**src/rtl/sensor_protocol_pkg.sv**
```systemverilog
// Shared PC <-> sensor protocol constants: command/response codes, continuous-mode
// encodings, controller FSM states and the received-command record.
package sensor_protocol_pkg;

    localparam logic [7:0] CMD_STATUS    = 8'h00;
    localparam logic [7:0] CMD_TEMP      = 8'h01;
    localparam logic [7:0] CMD_HUM       = 8'h02;
    localparam logic [7:0] CMD_CONT_TEMP = 8'h03;
    localparam logic [7:0] CMD_CONT_HUM  = 8'h04;
    localparam logic [7:0] CMD_STOP_TEMP = 8'h05;
    localparam logic [7:0] CMD_STOP_HUM  = 8'h06;

    localparam logic [7:0] RSP_OK        = 8'h07;
    localparam logic [7:0] RSP_HUM       = 8'h08;
    localparam logic [7:0] RSP_TEMP      = 8'h09;
    localparam logic [7:0] RSP_STOP_TEMP = 8'h0A;
    localparam logic [7:0] RSP_STOP_HUM  = 8'h0B;
    localparam logic [7:0] RSP_ERR       = 8'h1F;
    localparam logic [7:0] RSP_BAD_CMD   = 8'hEF;
    localparam logic [7:0] RSP_BAD_ADDR  = 8'hEE;

    localparam logic [1:0] CONT_OFF  = 2'b00;
    localparam logic [1:0] CONT_TEMP = 2'b01;
    localparam logic [1:0] CONT_HUM  = 2'b10;

    typedef logic [2:0] state_t;
    localparam state_t ST_IDLE         = 3'd0;
    localparam state_t ST_DECODE       = 3'd1;
    localparam state_t ST_SENSOR_START = 3'd2;
    localparam state_t ST_SENSOR_WAIT  = 3'd3;
    localparam state_t ST_LOAD0        = 3'd4;
    localparam state_t ST_TX0          = 3'd5;
    localparam state_t ST_LOAD1        = 3'd6;
    localparam state_t ST_TX1          = 3'd7;

    typedef struct packed {
        logic [7:0] cmd;
        logic [7:0] addr;
    } cmd_t;

    // Response code for a successful read issued by one of the read commands.
    function automatic logic [7:0] read_code(input logic [7:0] cmd);
        case (cmd)
            CMD_TEMP, CMD_CONT_TEMP: return RSP_TEMP;
            CMD_HUM, CMD_CONT_HUM:   return RSP_HUM;
            default:                 return RSP_OK;
        endcase
    endfunction

endpackage

```
**src/rtl/periodic_tick.sv**
```systemverilog
// Down-counter emitting a one-cycle tick every PERIOD cycles while enabled;
// reloads whenever disabled or cleared.
module periodic_tick #(
    parameter int unsigned PERIOD = 100_000_000
) (
    input  logic clock,
    input  logic reset,
    input  logic enable,
    input  logic clear,
    output logic tick
);

    localparam int unsigned CW = (PERIOD > 1) ? $clog2(PERIOD) : 1;
    localparam logic [CW-1:0] RELOAD = CW'(PERIOD - 1);

    logic [CW-1:0] count_q, count_d;

    always_comb begin
        count_d = count_q;
        if (!enable || clear || count_q == '0) begin
            count_d = RELOAD;
        end else begin
            count_d = count_q - CW'(1);
        end
    end

    assign tick = enable && (count_q == '0);

    always_ff @(posedge clock) begin
        if (!reset) begin
            count_q <= RELOAD;
        end else begin
            count_q <= count_d;
        end
    end

endmodule

```
**src/rtl/sensor_command_controller.sv**
```systemverilog
// Sequences two-byte PC commands into DHT11 reads and two-byte UART responses,
// with a one-deep pending command buffer and periodic continuous-mode reads.
module sensor_command_controller
    import sensor_protocol_pkg::*;
#(
    parameter int unsigned SENSOR_COUNT   = 1,
    parameter int unsigned CONT_PERIOD    = 100_000_000,
    parameter int unsigned SENSOR_TIMEOUT = 5_000_000
) (
    input  logic       clock,
    input  logic       reset,
    input  logic       rx_done,
    input  logic [7:0] rx_command,
    input  logic [7:0] rx_address,
    output logic       sensor_start,
    input  logic       sensor_done,
    input  logic       sensor_error,
    input  logic [7:0] sensor_humidity,
    input  logic [7:0] sensor_temperature,
    output logic       tx_start,
    output logic [7:0] tx_byte,
    input  logic       tx_done,
    output logic [1:0] cont_mode,
    output logic       cmd_overflow
);

    localparam int unsigned TW = (SENSOR_TIMEOUT > 1) ? $clog2(SENSOR_TIMEOUT + 1) : 1;

    state_t        state_q, state_d;
    cmd_t          cur_q, cur_d;
    cmd_t          buf_q, buf_d;
    logic          buf_valid_q, buf_valid_d;
    logic          tick_pend_q, tick_pend_d;
    logic [TW-1:0] tmo_q, tmo_d;
    logic [7:0]    rsp_code_q, rsp_code_d;
    logic [7:0]    rsp_data_q, rsp_data_d;
    logic          sensor_start_q, sensor_start_d;
    logic          tx_start_q, tx_start_d;
    logic [7:0]    tx_byte_q, tx_byte_d;
    logic [1:0]    cont_mode_q, cont_mode_d;
    logic          overflow_q, overflow_d;

    cmd_t rx_cmd;
    logic tick;
    logic tick_taken;

    assign rx_cmd = '{cmd: rx_command, addr: rx_address};

    periodic_tick #(
        .PERIOD(CONT_PERIOD)
    ) u_tick (
        .clock (clock),
        .reset (reset),
        .enable(cont_mode_q != CONT_OFF),
        .clear (cont_mode_d != cont_mode_q),
        .tick  (tick)
    );

    always_comb begin
        state_d        = state_q;
        cur_d          = cur_q;
        buf_d          = buf_q;
        buf_valid_d    = buf_valid_q;
        tick_pend_d    = tick_pend_q;
        tick_taken     = 1'b0;
        tmo_d          = tmo_q;
        rsp_code_d     = rsp_code_q;
        rsp_data_d     = rsp_data_q;
        sensor_start_d = 1'b0;
        tx_start_d     = 1'b0;
        tx_byte_d      = tx_byte_q;
        cont_mode_d    = cont_mode_q;
        overflow_d     = overflow_q;

        if (rx_done && state_q != ST_IDLE) begin
            if (buf_valid_q) begin
                overflow_d = 1'b1;
            end else begin
                buf_d       = rx_cmd;
                buf_valid_d = 1'b1;
            end
        end

        case (state_q)
            ST_IDLE: begin
                // A new arrival while the buffer drains refills it in the same cycle.
                if (buf_valid_q) begin
                    cur_d   = buf_q;
                    state_d = ST_DECODE;
                    if (rx_done) begin
                        buf_d = rx_cmd;
                    end else begin
                        buf_valid_d = 1'b0;
                    end
                end else if (rx_done) begin
                    cur_d   = rx_cmd;
                    state_d = ST_DECODE;
                end else if (tick_pend_q || tick) begin
                    cur_d.cmd   = (cont_mode_q == CONT_TEMP) ? CMD_TEMP : CMD_HUM;
                    cur_d.addr  = '0;
                    tick_pend_d = 1'b0;
                    tick_taken  = 1'b1;
                    state_d     = ST_DECODE;
                end
            end
            ST_DECODE: begin
                state_d = ST_LOAD0;
                if ({24'd0, cur_q.addr} >= SENSOR_COUNT) begin
                    rsp_code_d = RSP_BAD_ADDR;
                    rsp_data_d = cur_q.addr;
                end else if (cur_q.cmd > CMD_STOP_HUM) begin
                    rsp_code_d = RSP_BAD_CMD;
                    rsp_data_d = cur_q.cmd;
                end else if (cur_q.cmd == CMD_STOP_TEMP) begin
                    rsp_code_d = RSP_STOP_TEMP;
                    rsp_data_d = '0;
                    if (cont_mode_q == CONT_TEMP) cont_mode_d = CONT_OFF;
                end else if (cur_q.cmd == CMD_STOP_HUM) begin
                    rsp_code_d = RSP_STOP_HUM;
                    rsp_data_d = '0;
                    if (cont_mode_q == CONT_HUM) cont_mode_d = CONT_OFF;
                end else begin
                    state_d        = ST_SENSOR_START;
                    sensor_start_d = 1'b1;
                end
            end
            ST_SENSOR_START: begin
                tmo_d   = '0;
                state_d = ST_SENSOR_WAIT;
            end
            ST_SENSOR_WAIT: begin
                if (sensor_done) begin
                    state_d = ST_LOAD0;
                    if (sensor_error) begin
                        rsp_code_d = RSP_ERR;
                        rsp_data_d = '0;
                    end else begin
                        rsp_code_d = read_code(cur_q.cmd);
                        case (cur_q.cmd)
                            CMD_TEMP, CMD_CONT_TEMP: rsp_data_d = sensor_temperature;
                            CMD_HUM, CMD_CONT_HUM:   rsp_data_d = sensor_humidity;
                            default:                 rsp_data_d = '0;
                        endcase
                        if (cur_q.cmd == CMD_CONT_TEMP) cont_mode_d = CONT_TEMP;
                        if (cur_q.cmd == CMD_CONT_HUM)  cont_mode_d = CONT_HUM;
                    end
                end else if (tmo_q == TW'(SENSOR_TIMEOUT - 1)) begin
                    state_d    = ST_LOAD0;
                    rsp_code_d = RSP_ERR;
                    rsp_data_d = '0;
                end else begin
                    tmo_d = tmo_q + TW'(1);
                end
            end
            ST_LOAD0: begin
                tx_byte_d  = rsp_code_q;
                tx_start_d = 1'b1;
                state_d    = ST_TX0;
            end
            ST_TX0: begin
                if (tx_done) state_d = ST_LOAD1;
            end
            ST_LOAD1: begin
                tx_byte_d  = rsp_data_q;
                tx_start_d = 1'b1;
                state_d    = ST_TX1;
            end
            ST_TX1: begin
                if (tx_done) state_d = ST_IDLE;
            end
            default: state_d = ST_IDLE;
        endcase

        // A tick coinciding with a mode change belongs to the old period and is dropped.
        if (tick && !tick_taken && cont_mode_d == cont_mode_q) tick_pend_d = 1'b1;
        if (cont_mode_d == CONT_OFF) tick_pend_d = 1'b0;
    end

    always_ff @(posedge clock) begin
        if (!reset) begin
            state_q        <= ST_IDLE;
            cur_q          <= '0;
            buf_q          <= '0;
            buf_valid_q    <= 1'b0;
            tick_pend_q    <= 1'b0;
            tmo_q          <= '0;
            rsp_code_q     <= '0;
            rsp_data_q     <= '0;
            sensor_start_q <= 1'b0;
            tx_start_q     <= 1'b0;
            tx_byte_q      <= '0;
            cont_mode_q    <= CONT_OFF;
            overflow_q     <= 1'b0;
        end else begin
            state_q        <= state_d;
            cur_q          <= cur_d;
            buf_q          <= buf_d;
            buf_valid_q    <= buf_valid_d;
            tick_pend_q    <= tick_pend_d;
            tmo_q          <= tmo_d;
            rsp_code_q     <= rsp_code_d;
            rsp_data_q     <= rsp_data_d;
            sensor_start_q <= sensor_start_d;
            tx_start_q     <= tx_start_d;
            tx_byte_q      <= tx_byte_d;
            cont_mode_q    <= cont_mode_d;
            overflow_q     <= overflow_d;
        end
    end

    assign sensor_start = sensor_start_q;
    assign tx_start     = tx_start_q;
    assign tx_byte      = tx_byte_q;
    assign cont_mode    = cont_mode_q;
    assign cmd_overflow = overflow_q;

endmodule

```
**config.mk**
```make
export PLATFORM = sky130hd
export DESIGN_NAME = sensor_command_controller
export DESIGN_NICKNAME = d
export VERILOG_FILES = /design/src/rtl/sensor_protocol_pkg.sv /design/src/rtl/periodic_tick.sv /design/src/rtl/sensor_command_controller.sv
export SDC_FILE = /design/constraint.sdc
export NUM_CORES = 1
export LEC_CHECK = 0
export ABC_AREA = 1
export BUFFER_PORTS_ARGS = -buffer_cell sky130_fd_sc_hd__buf_2
export CAP_MARGIN = 40
export CORE_MARGIN = 10
export CORE_UTILIZATION = 64
export CTS_CLUSTER_DIAMETER = 200
export DETAILED_ROUTE_END_ITERATION = 8
export PLACE_DENSITY = 0.85
export SLEW_MARGIN = 20
export SYNTH_ARGS = -nofsm -noshare
export SYNTH_HDL_FRONTEND = slang
export SYNTH_SLANG_ARGS = --single-unit
export TNS_END_PERCENT = 20
```
**constraint.sdc**
```tcl
create_clock -name clock -period 4.2 [get_ports clock]
set_input_delay 0.63 -clock clock [delete_from_list [all_inputs] [get_ports clock]]
set_output_delay 0.63 -clock clock [all_outputs]
set_load 0.005 [all_outputs]
```
==> flow_summary_export.csv, run 1 <==
group,metric,value,unit
status,run_status,"complete, no violations",
grt,grtUsageTotal,23.1,%
worst_hold_path,worst_hold_startpoint,"rx_address[4]",
logic_synthesis,netlist_area,5860,µm²
place,place.detailed.hpwl,10300,µm
pwr,power.share.combinational,29.2,%
pwr,sequentialPowerShare,35.3,%
die,die_h,116,µm
sta,tns,0,ns
finish,sequential_cell_area,2280,µm²
finish,fillerInstances,656,
logic_synthesis,syn_avg_cell_area,6.66,µm²
worst_setup_path,worst-setup-path-type,"reg -> reg",
pwr,clkPwrFrac,35.5,%
detailed_routing,dr_total_vias,6006,
worst_setup_path,worstPathBufferInverterCount,2,
finish,post_route_cells_drive_above_1_share,11.7,%
place,place_ws,1.65,ns
detailed_routing,detail_route.wl_per_cell,14.5,µm
sta,maxClockFrequency,0.381,GHz
finish,finish.net_count,963,
sta,max_slew.worst_pin.slew,0.755,ns
pwr,power.ir.vdd_worst,0.514,mV
worst_setup_path,cp_cell_sequence,"nand2_2 > nor2_4 > inv_2 > a21oi_1 > nand2_1 > nand2_1 > nand2_1 > nand2_2 > nand3_4 > inv_2 > o21ai_0",
die,coreArea,8810,µm²
clock_network,cts-buffers-inserted,17,
grt,antenna_found_initial,0,
finish,num_antenna_cells,0,
sta,timing.final.crit_period,2.63,ns
pwr,switching_share,37.4,%
clock_network,clkSinkCount,114,
logic_synthesis,yosysUniqueCellTypes,39,
worst_setup_path,worst-path-max-fanout,28,
clock_network,ctsHtreeMaxLevel,4,
sta,finClkSkew,0.00765,ns
worst_setup_path,timing.critical_path.from,"state_q[1]$_SDFFE_PN0P_",
worst_hold_path,hold_class,"in -> reg",
die,design.portCount,51,
logic_synthesis,yosysWarnings,0,
detailed_routing,antenna_left,0,
grt,overflow,0,
sta,unrepaired_setup_endpoints_after_global_routing,"false",
finish,multiInputGateArea,3150,µm²
clock_network,clkSlewWorstSetupHoldPaths,0.06,ns
die,floorplan.die_area,13400,µm²
logic_synthesis,ys_seq_area_share,39.0,%
grt,grt_pass1_wl,25700,µm
clock_network,post_cts_hold_buffer_count,0,
pwr,cellPowerDensity,633,nW/µm²
sta,layout_setup_ws,1.57,ns
place,gp_congestion,0.905,
worst_setup_path,timing.critical_path.to_type,"flop",
detailed_routing,drt-pass1-iter-count,8,
clock_network,cts.root.buffer_cell,"sky130_fd_sc_hd__clkbuf_8",
pwr,p_int,0.00267,W
die,initial_utilization,66.5,%
worst_setup_path,critPathMaxStageDelay,0.56,ns
sta,hold_viol_final,0,
logic_synthesis,synthesized_nets,920,
logic_synthesis,syn-instance-count,879,
grt,grt_pass1_vias,5758,
pwr,p_leak,2.66,nW
die,num_rows,34,
die,die_x,116,µm
logic_synthesis,synth-async-reset-ratio,0,%
sta,final.period_utilization,62.5,%
clock_network,clock_path_buffers,2,
finish,layout-area-overhead-vs-synth,15.2,%
worst_setup_path,critPathLaunchType,"flop",
place,io_buf_count,50,
logic_synthesis,register_bit_total_from_synthesis,114,
sta,worst_slew_margin_rel,49.5,%
sta,final_max_slew_viol_count,0,
worst_setup_path,timing.critical_path.arrival,3.02,ns
clock_network,post_cts_resized,0,
sta,finalSetupViolCount,0,
pwr,switchingPower,0.00160,W
worst_setup_path,critPathTopFamily,"simple AND/OR/NAND/NOR gates",
worst_setup_path,cp_data_required_time,4.59,ns
worst_setup_path,timing.critical_path.mode_cell,"sky130_fd_sc_hd__nand2_1",
detailed_routing,routed_wirelength,15200,µm
clock_network,worstSkewPairLatency,0.52,ns
logic_synthesis,synth-edff-count,0,
worst_setup_path,r2r-start,"state_q[1]$_SDFFE_PN0P_",
run,maxCapViolCount,0,
clock_network,cts_tree,"built",
detailed_routing,dr_drc_count,0,
detailed_routing,drt_first_iter_violations,712,
logic_synthesis,synth-main-ff-cell,"sky130_fd_sc_hd__dfxtp_1",
clock_network,setup_repair_bufs_after_cts,0,
grt,grt_start_max_net_pins,47,
detailed_routing,drt-vias-per-instance,5.76,
worst_setup_path,worst_path_max_delay_cell,"sky130_fd_sc_hd__nor2_4",
## power by group through the flow
stage          Sequential (W)  Combinational, W  Clock, W
4_1_cts               0.00150           0.00122   0.00152
5_1_grt               0.00153           0.00140   0.00158
2_1_floorplan         0.00144          0.000993         0
3_5_place_dp          0.00152           0.00119         0
6_report              0.00151           0.00125   0.00152
3_3_place_gp          0.00151           0.00114         0
## metrics by stage
step	instance area (µm²)	std cells	hold WS, ns	power (W)	utilization, %
after floorplan	5860	879	0.366	0.00244	-
after global placement	6120	1009	0.374	0.00265	69.5
after detailed placement	6130	1010	0.381	0.00271	69.6
after CTS	6740	1042	0.345	0.00423	76.6
after global routing	6750	1043	0.353	0.00451	76.6
final	6750	1043	0.354	0.00427	76.6
## synthesized netlist by cell type, drive strengths merged (4+ instances only)
library cell / instances / area share [%]
nand2: 203 / 13
nor2: 163 / 11
dfxtp: 114 / 39
inv: 73 / 4.7
a21oi: 72 / 6.2
o21ai: 65 / 5.6
nand3: 35 / 3.2
nor3: 25 / 2.3
xnor2: 17 / 2.5
clkbuf: 16 / 1.0
nand4: 16 / 1.7
buf: 14 / 1.4
xor2: 12 / 1.8
a211oi: 9 / 1.2
o22ai: 8 / 0.85
or2: 7 / 0.75
a31oi: 5 / 0.53
nor3b: 4 / 0.51
## worst register-to-register path, stage by stage (launching register included)
cell and delay (ns):
sky130_fd_sc_hd__dfxtp_1 0.53, sky130_fd_sc_hd__nand2_2 0.13, sky130_fd_sc_hd__nor2_4 0.56, sky130_fd_sc_hd__inv_2 0.24
sky130_fd_sc_hd__a21oi_1 0.18, sky130_fd_sc_hd__nand2_1 0.10, sky130_fd_sc_hd__nand2_1 0.07, sky130_fd_sc_hd__nand2_1 0.05
sky130_fd_sc_hd__nand2_2 0.08, sky130_fd_sc_hd__nand3_4 0.17, sky130_fd_sc_hd__inv_2 0.25, sky130_fd_sc_hd__o21ai_0 0.12
## cell families (layout without fill, tap and decap cells)
| group | count (synthesis) | in the layout | synth area share, % |
|---|---|---|---|
| compound gates | 166 | 166 | 15.1 |
| flops | 114 | 114 | 39.0 |
| mux | 3 | 3 | 0.513 |
| xor+xnor | 29 | 29 | 4.34 |
| buf+inv | 106 | 162 | 7.26 |
| fa+ha+maj | 3 | 3 | 0.641 |
| simple gates | 458 | 458 | 33.1 |
## layer usage
layer | global-route usage (%) | vias to the layer above | part of all wire (%)
li1 | - | 2959 | -
met1 | 27.5 | 2788 | 43
met2 | 39.5 | 215 | 48
met3 | 5.32 | 44 | 6.0
met4 | 8.92 | 0 | 2.5
met5 | 0 | - | 0
## cell type report
| class | instances | area share [%] |
|---|---|---|
| timing repair buffer | 54 | 4.12 |
| multi-input combinational | 659 | 46.7 |
| inverter | 76 | 4.23 |
| sequential | 114 | 33.8 |
| tap | 108 | 2.00 |
| clock inverter | 13 | 2.73 |
| clock buffer | 19 | 6.40 |
## registers in the layout, indices dropped and copies added, names as in the netlist
signal	cells
buf_q	16
buf_valid_q	1
cmd_overflow	1
cont_mode	2
cur_q	16
rsp_code_q	6
rsp_data_q	8
sensor_start	1
state_q	3
tick_pend_q	1
tmo_q	23
tx_byte	8
tx_start	1
u_tick.count_q	27
## placed cells by master (no fill, tap or decap), types with 5 or more instances in the layout
cell,Yosys,layout
sky130_fd_sc_hd__or2_2,5,5
sky130_fd_sc_hd__a31oi_1,5,5
sky130_fd_sc_hd__nor3_1,23,23
sky130_fd_sc_hd__clkbuf_16,0,16
sky130_fd_sc_hd__nor2_2,5,5
sky130_fd_sc_hd__xnor2_1,17,17
sky130_fd_sc_hd__inv_1,68,68
sky130_fd_sc_hd__nand3_1,34,34
sky130_fd_sc_hd__nor2_1,156,156
sky130_fd_sc_hd__a211oi_1,9,9
sky130_fd_sc_hd__nand4_1,16,16
sky130_fd_sc_hd__buf_2,10,51
sky130_fd_sc_hd__xor2_1,12,12
sky130_fd_sc_hd__dfxtp_1,114,114
sky130_fd_sc_hd__inv_2,5,5
sky130_fd_sc_hd__nand2_1,199,199
sky130_fd_sc_hd__o22ai_1,8,8
sky130_fd_sc_hd__a21oi_1,72,72
sky130_fd_sc_hd__o21ai_0,64,64
## worst paths after layout
path / endpoint / slack [ns] / cells past startpoint
setup / recovery: u_tick.count_q[22]$_SDFF_PP1_ / 1.57 / 11
hold / removal: buf_q[4]$_SDFF_PN0_ / 0.35 / 3
setup reg to reg: u_tick.count_q[22]$_SDFF_PP1_ / 1.57 / 11
hold reg to reg: u_tick.count_q[0]$_SDFF_PP1_ / 0.39 / 1
Note: power is estimated with default switching activity, not from simulation.
==> inputs of run 2 (changes only) <==
--- a/config.mk
+++ b/config.mk
@@ -5,14 +5,14 @@
 export SDC_FILE = /design/constraint.sdc
 export NUM_CORES = 1
 export LEC_CHECK = 0
-export ABC_AREA = 1
+export ABC_AREA = 0
 export BUFFER_PORTS_ARGS = -buffer_cell sky130_fd_sc_hd__buf_2
 export CAP_MARGIN = 40
 export CORE_MARGIN = 10
-export CORE_UTILIZATION = 64
+export CORE_UTILIZATION = 54
 export CTS_CLUSTER_DIAMETER = 200
 export DETAILED_ROUTE_END_ITERATION = 8
-export PLACE_DENSITY = 0.85
+export PLACE_DENSITY = 0.76
 export SLEW_MARGIN = 20
 export SYNTH_ARGS = -nofsm -noshare
 export SYNTH_HDL_FRONTEND = slang
==> constraint.sdc (replaced) <==
create_clock -name clock -period 2.35 [get_ports clock]
set_input_delay 0.3525 -clock clock [delete_from_list [all_inputs] [get_ports clock]]
set_output_delay 0.3525 -clock clock [all_outputs]
set_load 0.005 [all_outputs]
==> flow_summary_export.csv, run 2 <==
group,metric,value,unit
die,die_h,122,µm
place,gp_congestion,0.881,
sta,unrepaired_setup_endpoints_after_global_routing,"true",
pwr,p_leak,2.82,nW
detailed_routing,drt_first_iter_violations,358,
sta,final_max_slew_viol_count,0,
clock_network,worstSkewPairLatency,0.53,ns
logic_synthesis,synthesized_nets,690,
detailed_routing,detail_route.wl_per_cell,16.4,µm
worst_setup_path,critPathMaxStageDelay,0.62,ns
sta,maxClockFrequency,0.422,GHz
sta,final.period_utilization,101,%
run,maxCapViolCount,0,
grt,grt_pass1_vias,5032,
grt,grt_start_max_net_pins,70,
logic_synthesis,post-synth-top-area-cell,"sky130_fd_sc_hd__dfxtp_1",
grt,antenna_found_initial,0,
finish,largest_registers_ranked_by_flip_flop_count,"u_tick.count_q (27), tmo_q (23)",
logic_synthesis,synth-main-ff-cell,"sky130_fd_sc_hd__dfxtp_1",
grt,grtUsageTotal,19.0,%
detailed_routing,routed_wirelength,14100,µm
clock_network,clkSlewWorstSetupHoldPaths,0.05,ns
place,placed_cell_area,6170,µm²
detailed_routing,drt-pass1-iter-count,5,
finish,layout.cells.most_common_list,"112 x sky130_fd_sc_hd__dfxtp_1, 74 x sky130_fd_sc_hd__nand2_1, 50 x sky130_fd_sc_hd__buf_2",
logic_synthesis,netlist_area,5590,µm²
finish,layout-area-overhead-vs-synth,21.9,%
clock_network,clock_path_buffers,2,
logic_synthesis,synth_most_common_cell,"sky130_fd_sc_hd__dfxtp_1",
detailed_routing,antenna_left,0,
finish,top_register,"u_tick.count_q",
finish,finish.net_count,755,
die,die_x,122,µm
grt,grt_pass1_wl,23300,µm
place,place.detailed.instances,830,
die,initial_utilization,54.8,%
worst_setup_path,critPathTopFamily,"simple AND/OR/NAND/NOR gates",
clock_network,cts-buffers-inserted,17,
logic_synthesis,synth-async-reset-ratio,0,%
logic_synthesis,yosysUniqueCellTypes,62,
logic_synthesis,register_bit_total_from_synthesis,114,
clock_network,ctsHtreeMaxLevel,4,
pwr,power.ir.vdd_worst,0.626,mV
sta,timing.final.crit_period,2.37,ns
worst_setup_path,timing.critical_path.to_type,"flop",
place,place_ws,-0.0321,ns
worst_hold_path,hold_class,"in -> reg",
clock_network,cts.root.buffer_cell,"sky130_fd_sc_hd__clkbuf_8",
detailed_routing,dr_drc_count,0,
die,num_rows,37,
die,design.portCount,51,
logic_synthesis,syn_avg_cell_area,8.61,µm²
clock_network,clkSinkCount,114,
pwr,cellPowerDensity,895,nW/µm²
worst_setup_path,worst-setup-path-type,"reg -> reg",
worst_setup_path,worst_path_max_delay_cell,"sky130_fd_sc_hd__or4b_4",
finish,largest_register_ffs,27,
finish,num_antenna_cells,0,
die,floorplan.die_area,14800,µm²
place,place.detailed.hpwl,9480,µm
logic_synthesis,yosys-top-cells-count,"114 x sky130_fd_sc_hd__dfxtp_1, 74 x sky130_fd_sc_hd__nand2_1, 42 x sky130_fd_sc_hd__nor2_1",
grt,overflow,0,
worst_setup_path,critPathLaunchType,"flop",
worst_setup_path,worstPathBufferInverterCount,0,
logic_synthesis,yosysWarnings,0,
worst_setup_path,cp_data_required_time,2.77,ns
finish,layout.cells.non_filler,861,
logic_synthesis,ys_seq_area_share,40.9,%
worst_setup_path,cp_cell_sequence,"or4_4 > or4b_4 > o31ai_4 > o22ai_1 > nor3b_4 > and2_1",
sta,layout_setup_ws,-0.0199,ns
finish,layout_commonest_cell,"sky130_fd_sc_hd__dfxtp_1",
place,io_buf_count,50,
sta,finalSetupViolCount,4,
die,coreArea,10200,µm²
logic_synthesis,synth_top_cells_by_area,"sky130_fd_sc_hd__dfxtp_1 41%, sky130_fd_sc_hd__nand2_1 5.0%, sky130_fd_sc_hd__o211a_1 4.8%, sky130_fd_sc_hd__mux2i_1 4.1%, sky130_fd_sc_hd__xnor2_1 3.9%",
sta,hold_slack,0.104,ns
detailed_routing,drt-vias-per-instance,5.91,
logic_synthesis,syn-instance-count,649,
logic_synthesis,synthDominantCellAreaShare,40.9,%
logic_synthesis,synth-edff-count,0,
finish,stdcell_area,6810,µm²
sta,max_slew.worst_pin.slew,0.662,ns
sta,hold_viol_final,0,
sta,finClkSkew,0.00719,ns
detailed_routing,dr_total_vias,5089,
status,run_status,"complete, but fails checks",
sta,tns,-0.0369,ns
worst_setup_path,timing.critical_path.arrival,2.79,ns
clock_network,cts_tree,"built",
finish,post_route_cells_drive_above_1_share,20.1,%
worst_setup_path,worst-path-max-fanout,11,
status,failed_checks,"negative setup slack",
sta,worst_slew_margin_rel,55.7,%
-- run 2: cell count changes in the layout (fill, tap and decap cells not counted), moves of 20 or more --
cell,previous run,this run
sky130_fd_sc_hd__inv_1,68,16
sky130_fd_sc_hd__o211a_1,0,27
sky130_fd_sc_hd__nor2_1,156,42
sky130_fd_sc_hd__a21oi_1,72,26
sky130_fd_sc_hd__o21ai_0,64,28
sky130_fd_sc_hd__nand2_1,199,74
sky130_fd_sc_hd__nor2b_1,0,22
sky130_fd_sc_hd__buf_4,3,36
sky130_fd_sc_hd__mux2i_1,3,23
-- run 2: area by class of cell --
type                    instances  area, µm²
flip-flops and latches        114       2280
repair buffers                 90        601
clock buffers                  20        455
multi-input cells             475       3130
fillers                       821       3370
inverters                      16       60.1
well taps                     136        170
clock inverters                10        110
-- run 2: final timing paths --
check                           slack, ns                          from  depth (start not counted)                             to
worst max-delay path                -0.02        cur_q[15]$_SDFFE_PN0P_                          6  u_tick.count_q[25]$_SDFF_PP0_
worst min-delay path                 0.10                 rx_address[7]                          3            buf_q[7]$_SDFF_PN0_
worst max register to register      -0.02        cur_q[15]$_SDFFE_PN0P_                          6  u_tick.count_q[25]$_SDFF_PP0_
worst min register to register       0.45  u_tick.count_q[0]$_SDFF_PP1_                          1   u_tick.count_q[0]$_SDFF_PP1_
-- run 2: logic make-up after synthesis --
| logic type | synth area share, % |
|---|---|
| buffers and inverters | 4.37 |
| flip-flops | 40.9 |
| XOR/XNOR | 5.33 |
| AND/OR/NAND/NOR | 24.9 |
| AO/OA/AOI/OAI | 19.8 |
| adder cells (fa/ha/maj) | 0.672 |
| multiplexers | 4.12 |
-- run 2: repair_timing --
item / 4_1_cts / 5_1_grt
endpoints found under the setup margin: 12 / 30
hold buffers: 0 / 0
resized for setup: 3 / 10
setup buffers: 0 / 0
pin swaps: 0 / 4
-- run 2: per-layer routing --
layer | track usage, % | part of all wire [%]
met1 | 22.2 | 43
met2 | 31.9 | 49
met3 | 4.90 | 4.9
met4 | 9.31 | 2.6
met5 | 0 | 0
-- run 2: power breakdown --
group	switching (W)	internal (W)	total, W
sequential	0.000149	0.00214	0.00229
clock	0.000876	0.00157	0.00244
combinational	0.000743	0.000621	0.00136
total	0.00177	0.00433	0.00610
-- run 2: tightest hold or removal path, delay by kind of cell --
family / cells / cell delay, ns
buffers and inverters: 1 / 0.09
AND/OR/NAND/NOR: 1 / 0.09
multiplexers: 1 / 0.06
-- run 2: through the flow --
stage                     util [%]  total power [W]
after floorplan                  -          0.00315
after global placement        60.6          0.00358
after detailed placement      60.6          0.00362
after CTS                     66.4          0.00607
after global routing          66.9          0.00634
final                         66.9          0.00610
==> inputs of run 3 (changes only) <==
--- a/config.mk
+++ b/config.mk
@@ -9,10 +9,9 @@
 export BUFFER_PORTS_ARGS = -buffer_cell sky130_fd_sc_hd__buf_2
 export CAP_MARGIN = 40
 export CORE_MARGIN = 10
-export CORE_UTILIZATION = 54
+export CORE_UTILIZATION = 40
 export CTS_CLUSTER_DIAMETER = 200
 export DETAILED_ROUTE_END_ITERATION = 8
-export PLACE_DENSITY = 0.76
 export SLEW_MARGIN = 20
 export SYNTH_ARGS = -nofsm -noshare
 export SYNTH_HDL_FRONTEND = slang
==> flow_summary_export.csv, run 3 (synthesized netlist as in run 2, its figures left out) <==
group,metric,value,unit
status,run_status,"complete, but fails checks",
status,failed_checks,"negative setup slack",
sta,maxClockFrequency,0.425,GHz
worst_setup_path,timing.reg2reg.setup_slack,-0.004,ns
place,io_buf_count,50,
clock_network,cts.root.buffer_cell,"sky130_fd_sc_hd__clkbuf_16",
finish,post_route_cells_drive_above_1_share,22.6,%
place,place.detailed.hpwl,9860,µm
die,initial_utilization,40.6,%
die,die_h,138,µm
place,gp_congestion,0.798,
grt,antenna_found_initial,0,
worst_setup_path,endpoint_of_the_most_critical_register_to_register_path,"u_tick.count_q[14]$_SDFF_PP1_",
sta,hold_viol_final,0,
detailed_routing,dr_drc_count,0,
finish,layout_commonest_cell,"sky130_fd_sc_hd__dfxtp_1",
sta,final_max_slew_viol_count,0,
finish,sequential_cell_area,2280,µm²
worst_setup_path,timing.critical_path.arrival,2.70,ns
finish,top_register,"u_tick.count_q",
finish,fillerInstances,1308,
detailed_routing,detail_route.wl_per_cell,15.1,µm
finish,largest_registers_ranked_by_flip_flop_count,"u_tick.count_q (27), tmo_q (23)",
sta,unrepaired_setup_endpoints_after_global_routing,"true",
die,num_rows,43,
worst_setup_path,endpoint,"u_tick.count_q[14]$_SDFF_PP1_",
detailed_routing,drt-vias-per-instance,5.45,
worst_setup_path,r2r-start,"cur_q[15]$_SDFFE_PN0P_",
finish,layout.core_utilization,51.2,%
pwr,switchingPower,0.00177,W
pwr,switching_share,27.8,%
run,maxCapViolCount,0,
detailed_routing,drt_first_iter_violations,313,
worst_setup_path,worst-setup-path-type,"reg -> reg",
sta,finClkSkew,0.00884,ns
clock_network,clkSinkCount,114,
grt,grt_start_max_net_pins,70,
place,place_ws,-0.0287,ns
worst_setup_path,timing.critical_path.to_type,"flop",
worst_setup_path,reg2regPathDepth,8,
place,place.detailed.instances,881,
worst_setup_path,timing.critical_path.from,"cur_q[15]$_SDFFE_PN0P_",
pwr,p_leak,2.91,nW
detailed_routing,routed_wirelength,13800,µm
sta,final.period_utilization,100,%
pwr,power.share.combinational,21.4,%
clock_network,ctsHtreeMaxLevel,4,
clock_network,cts_tree,"built",
worst_hold_path,hold_class,"in -> reg",
finish,layout.cells.most_common_list,"112 x sky130_fd_sc_hd__dfxtp_1, 68 x sky130_fd_sc_hd__nand2_1, 50 x sky130_fd_sc_hd__buf_2",
clock_network,clock_path_buffers,2,
finish,num_antenna_cells,0,
grt,overflow,0,
detailed_routing,dr_total_vias,4990,
sta,layout_setup_ws,-0.00375,ns
die,coreArea,13800,µm²
pwr,p_int,0.00459,W
die,floorplan.die_area,19100,µm²
sta,timing.final.crit_period,2.35,ns
finish,largest_register_ffs,27,
finish,finish.net_count,764,
clock_network,worstSkewPairLatency,0.42,ns
finish,layout.cells.non_filler,916,
finish,multiInputGateArea,3160,µm²
sta,max_slew.worst_pin.slew,0.673,ns
die,design.portCount,51,
detailed_routing,antenna_left,0,
grt,grtUsageTotal,14.5,%
die,die_x,138,µm
grt,grt_pass1_vias,4942,
finish,layout-area-overhead-vs-synth,26.2,%
worst_setup_path,cp_data_required_time,2.70,ns
pwr,sequentialPowerShare,35.6,%
detailed_routing,drt-pass1-iter-count,7,
clock_network,clkSlewWorstSetupHoldPaths,0.05,ns
sta,worst_slew_margin_rel,55.0,%
pwr,cellPowerDensity,903,nW/µm²
sta,hold_slack,0.218,ns
clock_network,cts-buffers-inserted,17,
worst_setup_path,worst-path-max-fanout,6,
pwr,clkPwrFrac,43.0,%
sta,finalSetupViolCount,1,
worst_setup_path,critPathLaunchType,"flop",
grt,grt_pass1_wl,23400,µm
pwr,power.ir.vdd_worst,0.549,mV
[run 3: worst min-delay path by stage]
stage	start	to	slack, ns	cells past startpoint
finish	rx_address[0]	buf_q[0]$_SDFF_PN0_	0.22	3
global route	rx_address[7]	buf_q[7]$_SDFF_PN0_	0.20	3
CTS	rx_command[7]	buf_q[15]$_SDFF_PN0_	0.20	3
detailed placement	u_tick.count_q[0]$_SDFF_PP1_	u_tick.count_q[0]$_SDFF_PP1_	0.41	1
global placement	u_tick.count_q[0]$_SDFF_PP1_	u_tick.count_q[0]$_SDFF_PP1_	0.40	1
floorplan	u_tick.count_q[0]$_SDFF_PP1_	u_tick.count_q[0]$_SDFF_PP1_	0.38	1
[run 3: timing repair]
action                     4_1_cts  5_1_grt
setup endpoints to repair       13       43
pin swaps                        6        4
gates cloned                     0        0
hold buffers                     0        0
resized for setup                8       19
setup buffers                    2        1
[run 3: area by class of cell]
type,instances,share of cell area (%)
timing repair buffer,99,9.64
multi-input combinational,475,44.9
clock inverter,13,2.61
clock buffer,19,6.43
sequential,114,32.4
tap,180,3.19
inverter,16,0.852
[run 3: power by group through the flow]
stage / Combinational [W] / Sequential, W / Clock (W)
after global routing: 0.00151 / 0.00230 / 0.00289
after floorplan: 0.000877 / 0.00227 / 0
final: 0.00136 / 0.00227 / 0.00274
after global placement: 0.00132 / 0.00230 / 0
after CTS: 0.00135 / 0.00227 / 0.00278
after detailed placement: 0.00134 / 0.00231 / 0
[run 3: worst max-delay path, cell delays in order, from the launching register on]
cell	delay (ns)
sky130_fd_sc_hd__dfxtp_2	0.32
sky130_fd_sc_hd__or4_4	0.53
sky130_fd_sc_hd__or4b_4	0.56
sky130_fd_sc_hd__buf_12	0.16
sky130_fd_sc_hd__nor4_4	0.17
sky130_fd_sc_hd__o22ai_2	0.13
sky130_fd_sc_hd__nor3b_4	0.21
sky130_fd_sc_hd__buf_6	0.15
sky130_fd_sc_hd__nand2_1	0.07
[run 3: stage by stage]
stage / setup TNS, ns / power (W) / cell area [µm²]
final: -0.00375 / 0.00636 / 7050
after global routing: -0.629 / 0.00669 / 7050
after CTS: 0 / 0.00640 / 6970
after detailed placement: -0.133 / 0.00364 / 6270
after global placement: 0 / 0.00361 / 6260
after floorplan: 0 / 0.00315 / 5590
[run 3: layer usage]
layer	wire [µm]	track usage, %	up-vias
met1	6170	16.9	2365
met5	0	0	-
li1	-	-	2495
met2	6840	24.2	107
met3	596	4.25	23
met4	237	6.16	0
